### config.mk
export PLATFORM = sky130hd
export DESIGN_NAME = ysyx_25040101_ifu
export DESIGN_NICKNAME = d
export VERILOG_FILES = /design/src/rtl/ysyx_25040101_defs.sv /design/src/rtl/ysyx_25040101_ifu.sv
export SDC_FILE = /design/constraint.sdc
export NUM_CORES = 1
export LEC_CHECK = 0
export CAP_MARGIN = 20
export CORE_MARGIN = 5
export CORE_UTILIZATION = 47
export DETAILED_ROUTE_END_ITERATION = 7
export HOLD_SLACK_MARGIN = 0.02
export PLACE_DENSITY = 0.86
export SLEW_MARGIN = 25
export SYNTH_ARGS = -nofsm -noshare
export SYNTH_HDL_FRONTEND = slang
export SYNTH_SLANG_ARGS = --single-unit
### constraint.sdc
create_clock -name clk -period 3.05 [get_ports clk]
set_input_delay 0.7625 -clock clk [delete_from_list [all_inputs] [get_ports clk]]
set_output_delay 0.7625 -clock clk [all_outputs]
set_load 0.05 [all_outputs]
### src/rtl/ysyx_25040101_defs.sv
// Shared definitions for the instruction fetch unit: state encoding, reset PC
// and instruction word width.
package ysyx_25040101_defs;

   localparam int unsigned INST_W       = 32;
   localparam logic [31:0] RESET_PC_DEF = 32'h8000_0000;

   typedef enum logic [2:0] {
      ST_RST   = 3'd0,
      ST_REQ   = 3'd1,
      ST_WAIT  = 3'd2,
      ST_HOLD  = 3'd3,
      ST_FAULT = 3'd4
   } ifu_state_e;

endpackage

### src/rtl/ysyx_25040101_ifu.sv
// Multi-cycle instruction fetch unit: owns the PC, fetches one word per
// instruction over a valid/ready bus and holds it until the datapath retires it.
module ysyx_25040101_ifu
   import ysyx_25040101_defs::*;
#(
   parameter logic [31:0] RESET_PC       = RESET_PC_DEF,
   parameter int unsigned TIMEOUT_CYCLES = 255,
   parameter int unsigned CNT_W          = 8
) (
   input  logic              clk,
   input  logic              rst,
   output logic [31:0]       pc_o,
   output logic [INST_W-1:0] inst_o,
   output logic              inst_valid_o,
   input  logic              inst_ready_i,
   input  logic [31:0]       next_pc_i,
   output logic              req_valid_o,
   output logic [31:0]       req_addr_o,
   input  logic              req_ready_i,
   input  logic              resp_valid_i,
   input  logic [INST_W-1:0] resp_data_i,
   input  logic              resp_err_i,
   output logic              resp_ready_o,
   output logic              fault_o,
   output logic [31:0]       fault_pc_o
);

   ifu_state_e        state_q;
   logic [31:0]       pc_q;
   logic [INST_W-1:0] inst_q;
   logic [CNT_W-1:0]  cnt_q;
   logic              fault_q;
   logic [31:0]       fault_pc_q;
   logic              req_valid_q;
   logic              resp_ready_q;
   logic              inst_valid_q;

   // Handshake outputs are registered alongside every state transition.
   always_ff @(posedge clk) begin
      if (rst) begin
         state_q      <= ST_RST;
         pc_q         <= RESET_PC;
         inst_q       <= '0;
         cnt_q        <= '0;
         fault_q      <= 1'b0;
         fault_pc_q   <= '0;
         req_valid_q  <= 1'b0;
         resp_ready_q <= 1'b0;
         inst_valid_q <= 1'b0;
      end else begin
         case (state_q)
            ST_RST: begin
               if (RESET_PC[1:0] != 2'b00) begin
                  state_q    <= ST_FAULT;
                  fault_q    <= 1'b1;
                  fault_pc_q <= RESET_PC;
               end else begin
                  state_q     <= ST_REQ;
                  req_valid_q <= 1'b1;
               end
            end
            ST_REQ: begin
               if (req_ready_i) begin
                  state_q      <= ST_WAIT;
                  req_valid_q  <= 1'b0;
                  resp_ready_q <= 1'b1;
                  cnt_q        <= '0;
               end
            end
            ST_WAIT: begin
               // A response arriving on the timeout cycle takes priority.
               if (resp_valid_i) begin
                  resp_ready_q <= 1'b0;
                  if (resp_err_i) begin
                     state_q    <= ST_FAULT;
                     fault_q    <= 1'b1;
                     fault_pc_q <= pc_q;
                  end else begin
                     state_q      <= ST_HOLD;
                     inst_q       <= resp_data_i;
                     inst_valid_q <= 1'b1;
                  end
               end else if ((TIMEOUT_CYCLES != 0) &&
                            (cnt_q == CNT_W'(TIMEOUT_CYCLES - 1))) begin
                  state_q      <= ST_FAULT;
                  resp_ready_q <= 1'b0;
                  fault_q      <= 1'b1;
                  fault_pc_q   <= pc_q;
               end else begin
                  cnt_q <= cnt_q + CNT_W'(1);
               end
            end
            ST_HOLD: begin
               if (inst_ready_i) begin
                  pc_q         <= next_pc_i;
                  inst_valid_q <= 1'b0;
                  if (next_pc_i[1:0] == 2'b00) begin
                     state_q     <= ST_REQ;
                     req_valid_q <= 1'b1;
                  end else begin
                     state_q    <= ST_FAULT;
                     fault_q    <= 1'b1;
                     fault_pc_q <= next_pc_i;
                  end
               end
            end
            ST_FAULT: begin
               state_q <= ST_FAULT;
            end
            default: begin
               state_q      <= ST_FAULT;
               fault_q      <= 1'b1;
               fault_pc_q   <= pc_q;
               req_valid_q  <= 1'b0;
               resp_ready_q <= 1'b0;
               inst_valid_q <= 1'b0;
            end
         endcase
      end
   end

   assign pc_o         = pc_q;
   assign inst_o       = inst_q;
   assign inst_valid_o = inst_valid_q;
   assign req_valid_o  = req_valid_q;
   assign req_addr_o   = pc_q;
   assign resp_ready_o = resp_ready_q;
   assign fault_o      = fault_q;
   assign fault_pc_o   = fault_pc_q;

endmodule

==> summary.md, run 1 <==
| Metric | Value |
|---|---|
| Number of remaining DRC errors | 0 |
| Worst hold-check path type | register to register |
| Root Buffer | clkbuf_8 |
| Gpl congestion | 0.8486 |
| Gate Count Post-Synth | 607 |
| TritonCTS clock tree | done |
| 1st-pass router iterations | 4 |
| Tightest Pin Transition | 0.6947 ns |
| Mean Syn Cell Area | 8.350 µm² |
| Max-cap viol count | 0 |
| Final ANT Viol Nets | 0 |
| Core area | 0.01070 mm² |
| CTS Buf Count | 9 |
| Initial antenna violation count | 0 |
| Rows | 38 |
| Maximum VDD drop | 0.4928 mV |
| WL/cell | 16.30 µm |
| H-tree Lvls | 3 |
| Max stage delay on crit path | 0.87 ns |
| Share of the synthesized area in the top cell type | 43.84% |
| CP Class | register to primary output |
| Non-Filler Instances | 897 |
| Unrepaired setup endpoints after global routing | no |
| Buf/Inv on CP | 1 |
| Max FO, Critical Path | 4 |
| P_sw | 2.819 mW |
| DR iter-0 viols | 384 |
| Slew Limit Fails | 0 |
| # IOs | 202 |
| Worst EP required | 2.29 ns |
| Maximum clock rate | 0.4127 GHz |
| Initial Utilization | 47.38% |
| Reg power frac | 33.1% |
| Critical path launch point type | register |
| Vias/cell | 5.390 |
| Top delay family on crit path | buffers and inverters |
| First-pass GRT wire length | 23740 µm |
| Combinational cell fraction of total power | 53.1% |
| Vias | 4835 |
| Pin count of the biggest net entering global routing | 104 |
| Post-CTS Setup Bufs | 0 |
| Tot GR Track Use | 22.19% |
| Dpl hpwl | 10560 µm |
| Full die area | 0.01296 mm² |
| Status | finished, final reports clean |
| Clk_skew | 0.01822 ns |
| Sw frac | 46.72% |
| Final Hold Fails | 0 |
| Die width | 113.8 µm |
| CP Data Arrival Time | 1.66 ns |
| Antenna Cells | 0 |
| Lkg Pwr | 2.225 nW |
| Post-layout min period | 2.423 ns |
| Placed instance area | 0.006900 mm² |
| Post-synth EDFFs | 0 |
| CTS resizes | 0 |
| Placed instance count | 881 |
| Nets | 824 |
| Final setup viols | 0 |
| Synthesized flop and latch total | 111 |
| Pint | 3.214 mW |
| Tcrit/Tclk final | 79.45% |
| Worst skew pair latency | 0.36 ns |
| Die extent in y | 113.8 µm |
| Main flop type after synthesis | dfxtp_1 |
| Hold-fix buffers, CTS | 0 |
| Ys Warns | 0 |
| CTS clk-pin slew, worst paths | 0.11 ns |
| Sequential fraction of the synthesis area | 43.84% |
| CP cell instances | clkdlybuf4s50_1 |
| Clock tree buffer depth | 2 |
| Ys async rst share | 0% |
| Clock power share | 13.8% |
| Area delta synth->final | 39.69% |
| Post-synthesis cell type count | 48 |
| Overflow after GRT | 0 |
| Synth Net Count | 679 |
| Port bufs | 201 |
| Slowest cell on the critical path | clkdlybuf4s50_1 |
| Slew Limit Headroom | 53.33% |
| Final Cell Area | 0.007081 mm² |
| CTS sink count | 111 |
| Post-synth top area cell | dfxtp_1 |
| Synthesized cell area | 0.005069 mm² |
| Vias in the first global route | 4782 |
| Total Routed Length | 14620 µm |
| Crit. End Element | primary output |
| PwrDens | 852.1 mW/mm² |
| Layout cells sized above 1 | 8.719% |
| Sum Neg Setup Slack | 0 ns |
| Overall Power | 6.034 mW |
| Synth top area cells | dfxtp_1 44%, nand2_1 15%, a21oi_1 10%, a311oi_2 8.9%, buf_4 5.6% |
==> layer usage <==
| metal | global-route usage, % | vias to the layer above | part of all wire (%) |
|---|---|---|---|
| met3 | 7.056 | 26 | 9.2 |
| li1 | - | 2334 | - |
| met1 | 26.19 | 2282 | 41 |
| met5 | 0 | - | 0 |
| met2 | 38.04 | 193 | 48 |
| met4 | 7.680 | 0 | 2.0 |
==> Yosys cell counts, drive strengths merged, types with 3 or more instances <==
master	number
nand2	203
dfxtp	111
a21oi	103
buf	52
a311oi	32
clkbuf	27
nand2b	6
o21ai	6
and2	5
nor2	5
inv	4
nand3	4
nor3	4
mux2i	3
nand4	3
o211ai	3
==> final timing paths <==
path                                 end  slack (ns)                    from  depth (start not counted)
max                              pc_o[1]        0.63    pc_o[1]$_SDFFE_PP0P_                          1
min               inst_o[5]$_SDFFE_PP0P_        0.46  inst_o[5]$_SDFFE_PP0P_                          2
max reg2reg  fault_pc_o[25]$_SDFFE_PP0P_        0.86   cnt_q[0]$_SDFFE_PP0P_                          7
min reg2reg       inst_o[5]$_SDFFE_PP0P_        0.46  inst_o[5]$_SDFFE_PP0P_                          2
==> area by class of cell <==
type / count / area (µm²)
clock buffers: 10 / 127.6
clock inverters: 6 / 52.55
fillers: 883 / 3617
flip-flops and latches: 111 / 2222
inverters: 4 / 15.01
multi-input cells: 413 / 2338
well taps: 140 / 175.2
repair buffers: 213 / 2150
==> worst reg2reg max path, stage by stage, from the launching register on <==
cell	delay, ns
dfxtp_1	0.37
inv_1	0.07
ha_1	0.14
nand3_1	0.18
o21ai_2	0.60
buf_4	0.37
a21oi_1	0.14
a311oi_2	0.26
==> sequential cells by signal, indices dropped and copies added (netlist names) <==
| register | cells |
|---|---|
| cnt_q | 8 |
| fault_o | 1 |
| fault_pc_o | 32 |
| inst_o | 32 |
| inst_valid_o | 1 |
| pc_o | 32 |
| req_valid_o | 1 |
| resp_ready_o | 1 |
| state_q | 3 |
==> metrics by stage <==
step	setup WS, ns	util (%)	hold WS (ns)
floorplan	1.161	-	0.4480
global placement	0.5312	64.50	0.4412
detailed placement	0.4558	64.50	0.4504
CTS	0.5969	66.19	0.4674
global route	0.5488	66.19	0.4836
finish	0.6267	66.19	0.4639
==> logic make-up after synthesis <==
family                   synth area share (%)
AO/OA/AOI/OAI                           24.17
adder cells (fa/ha/maj)                0.4936
buffers and inverters                   10.05
flip-flops                              43.84
multiplexers                           0.5925
AND/OR/NAND/NOR                         20.86
==> power groups by stage <==
stage	clock network, mW	logic (mW)	registers [mW]
after floorplan	0	1.52	2.84
final	0.834	3.20	2.00
after CTS	0.852	3.22	1.99
after global routing	0.919	3.39	2.04
after global placement	0	3.13	2.01
after detailed placement	0	3.21	2.02
==> cells in the final DEF, fill, tap and decap left out, types with 5 or more instances in the layout <==
| cell type | instances |
|---|---|
| a21oi_1 | 103 |
| a311oi_2 | 30 |
| buf_4 | 9 |
| clkbuf_8 | 9 |
| clkdlybuf4s50_1 | 200 |
| dfxtp_1 | 111 |
| nand2_1 | 202 |
| nand2b_1 | 6 |
| nor2_1 | 5 |
| o21ai_0 | 5 |
Power figures use the tool's default switching activity.
==> run 2: changes to the inputs <==
--- a/config.mk
+++ b/config.mk
@@ -7,10 +7,10 @@
 export LEC_CHECK = 0
 export CAP_MARGIN = 20
 export CORE_MARGIN = 5
-export CORE_UTILIZATION = 47
+export CORE_UTILIZATION = 39
 export DETAILED_ROUTE_END_ITERATION = 7
 export HOLD_SLACK_MARGIN = 0.02
-export PLACE_DENSITY = 0.86
+export PLACE_DENSITY = 0.76
 export SLEW_MARGIN = 25
 export SYNTH_ARGS = -nofsm -noshare
 export SYNTH_HDL_FRONTEND = slang
==> constraint.sdc (replaced) <==
create_clock -name clk -period 1.96 [get_ports clk]
set_input_delay 0.49 -clock clk [delete_from_list [all_inputs] [get_ports clk]]
set_output_delay 0.49 -clock clk [all_outputs]
set_load 0.05 [all_outputs]
==> run 2 against run 1 <==
Clock skew is 0.012 ns lower. First-iteration DRC count decreased by 17%. Sequential cell count unchanged. Die area increased by 19%. Design area is essentially flat. Via count increased by 0.66%. Count of clock-buffer cells in the layout increased by 3. Clock power is 100% higher. Total power is 64% higher. Cell count grew 5.6%. Hold slack worse by 0.0084 ns.
==> summary.md, run 2 (synthesis gave the netlist of run 1 again) <==
| Metric | Value |
|---|---|
| H-tree Lvls | 3 |
| Reg2Reg Depth | 6 |
| Worst skew pair latency | 0.35 ns |
| Reg-to-reg slack, setup | 0.15 ns |
| Overflow after GRT | 0 |
| Area delta synth->final | 39.77% |
| CTS Buf Count | 9 |
| Vias/cell | 5.139 |
| PwrDens | 1396 mW/mm² |
| Worst EP required | 2.22 ns |
| Sum Neg Setup Slack | 0 ns |
| Critical path launch point type | primary input |
| Clk_skew | 0.006611 ns |
| Max stage delay on crit path | 0.46 ns |
| Max-cap viol count | 0 |
| CTS clk-pin slew, worst paths | 0.07 ns |
| Antenna Cells | 0 |
| Total Routed Length | 14700 µm |
| Die width | 124 µm |
| Number of remaining DRC errors | 0 |
| DR iter-0 viols | 320 |
| Full die area | 0.01538 mm² |
| Max FO, Critical Path | 17 |
| Layout cells sized above 1 | 28.13% |
| Initial Utilization | 40.00% |
| Slew Limit Fails | 0 |
| Root Buffer | clkbuf_16 |
| Slowest cell on the critical path | clkdlybuf4s50_1 |
| Initial antenna violation count | 0 |
| CP cell instances | clkdlybuf4s50_1 -> buf_4 -> nor4b_4 -> o21ai_2 -> and2_2 -> buf_12 -> a311oi_1 |
| Final setup viols | 0 |
| Hold-fix buffers, CTS | 0 |
| Most common cell after layout, fill and taps aside | nand2_1 |
| Crit path to | fault_pc_o[0]$_SDFFE_PP0P_ |
| Tcrit/Tclk final | 94.99% |
| CP Data Arrival Time | 2.12 ns |
| Unrepaired setup endpoints after global routing | no |
| Final ANT Viol Nets | 0 |
| Tightest Pin Transition | 0.4834 ns |
| Post-layout min period | 1.862 ns |
| CP startpoint | resp_valid_i |
| # IOs | 202 |
| Die extent in y | 124 µm |
| Vias in the first global route | 4729 |
| R2R Path Start | cnt_q[0]$_SDFFE_PP0P_ |
| Final Hold Fails | 0 |
| Gpl congestion | 0.8336 |
| Core area | 0.01267 mm² |
| WL/cell | 15.52 µm |
| Port bufs | 201 |
| Commonest cells after routing, fill and taps aside | 202 x nand2_1, 157 x buf_4, 110 x dfxtp_1, 103 x a21oi_1, 68 x clkdlybuf4s50_1 |
| First-pass GRT wire length | 22900 µm |
| Slew Limit Headroom | 67.77% |
| Status | finished, final reports clean |
| Nets | 844 |
| Vias | 4867 |
| 1st-pass router iterations | 8 |
| Maximum clock rate | 0.5371 GHz |
| Tot GR Track Use | 18.80% |
| Final core utilization | 55.91% |
| CTS sink count | 111 |
| Maximum VDD drop | 0.4854 mV |
| Dpl hpwl | 10720 µm |
| TritonCTS clock tree | done |
| Lkg Pwr | 2.643 nW |
| Placed instance count | 931 |
| Rows | 41 |
| CP Class | primary input to register |
| Crit. End Element | register |
| Worst hold-check path type | register to register |
| Non-Filler Instances | 947 |
| Overall Power | 9.887 mW |
| Clock tree buffer depth | 2 |
| Pin count of the biggest net entering global routing | 64 |
| RR Endpoint | cnt_q[5]$_SDFFE_PP0P_ |
[run 2: how the worst min path moves through the flow]
stage                                    to                    start  cells after the start  slack [ns]
floorplan             cnt_q[6]$_SDFFE_PP0P_    cnt_q[6]$_SDFFE_PP0P_                      2        0.45
global placement     inst_o[7]$_SDFFE_PP0P_   inst_o[7]$_SDFFE_PP0P_                      2        0.44
detailed placement  inst_o[11]$_SDFFE_PP0P_  inst_o[11]$_SDFFE_PP0P_                      2        0.45
CTS                 inst_o[11]$_SDFFE_PP0P_  inst_o[11]$_SDFFE_PP0P_                      2        0.46
global route        inst_o[15]$_SDFFE_PP0P_  inst_o[15]$_SDFFE_PP0P_                      2        0.47
finish              inst_o[11]$_SDFFE_PP0P_  inst_o[11]$_SDFFE_PP0P_                      2        0.46
[run 2: critical path, delay by kind of cell]
family                 cells  cell delay (ns)
buffers and inverters      3             0.80
AND/OR/NAND/NOR            2             0.48
AO/OA/AOI/OAI              2             0.35
[run 2: layout make-up]
| class | count | area [µm²] |
|---|---|---|
| Timing Repair Buffer | 233 | 2014 |
| Clock inverter | 1 | 5.005 |
| Tap cell | 172 | 215.2 |
| Multi-Input combinational cell | 413 | 2351 |
| Clock buffer | 13 | 260.3 |
| Fill cell | 1122 | 5587 |
| Inverter | 4 | 15.01 |
| Sequential cell | 111 | 2223 |
[run 2: metal layers]
metal  up-vias  part of all wire, %  track usage (%)
met4         0                  2.3            8.077
met3        20                  9.8            5.495
met2       200                   49            32.07
li1       2378                    -                -
met1      2269                   38            21.93
met5         -                    0                0
[run 2: metrics by stage]
step / setup WS, ns / instance area, µm² / hold slack, ns
finish: 0.09825 / 7084 / 0.4555
global route: 0.03011 / 7084 / 0.4737
CTS: 0.07124 / 7048 / 0.4573
detailed placement: -0.2287 / 6783 / 0.4483
global placement: -0.1609 / 6783 / 0.4425
floorplan: 0.3416 / 5069 / 0.4480
[run 2: what timing repair did]
item | CTS | global route
resized for setup | 0 | 6
buffers inserted | 0 | 2
setup endpoints to repair | 0 | 24
[run 2: where the power goes]
part | internal (mW) | switching, mW | total [mW]
Combinational | 1.86 | 3.28 | 5.14
Sequential | 2.71 | 0.346 | 3.06
Clock | 0.918 | 0.775 | 1.69
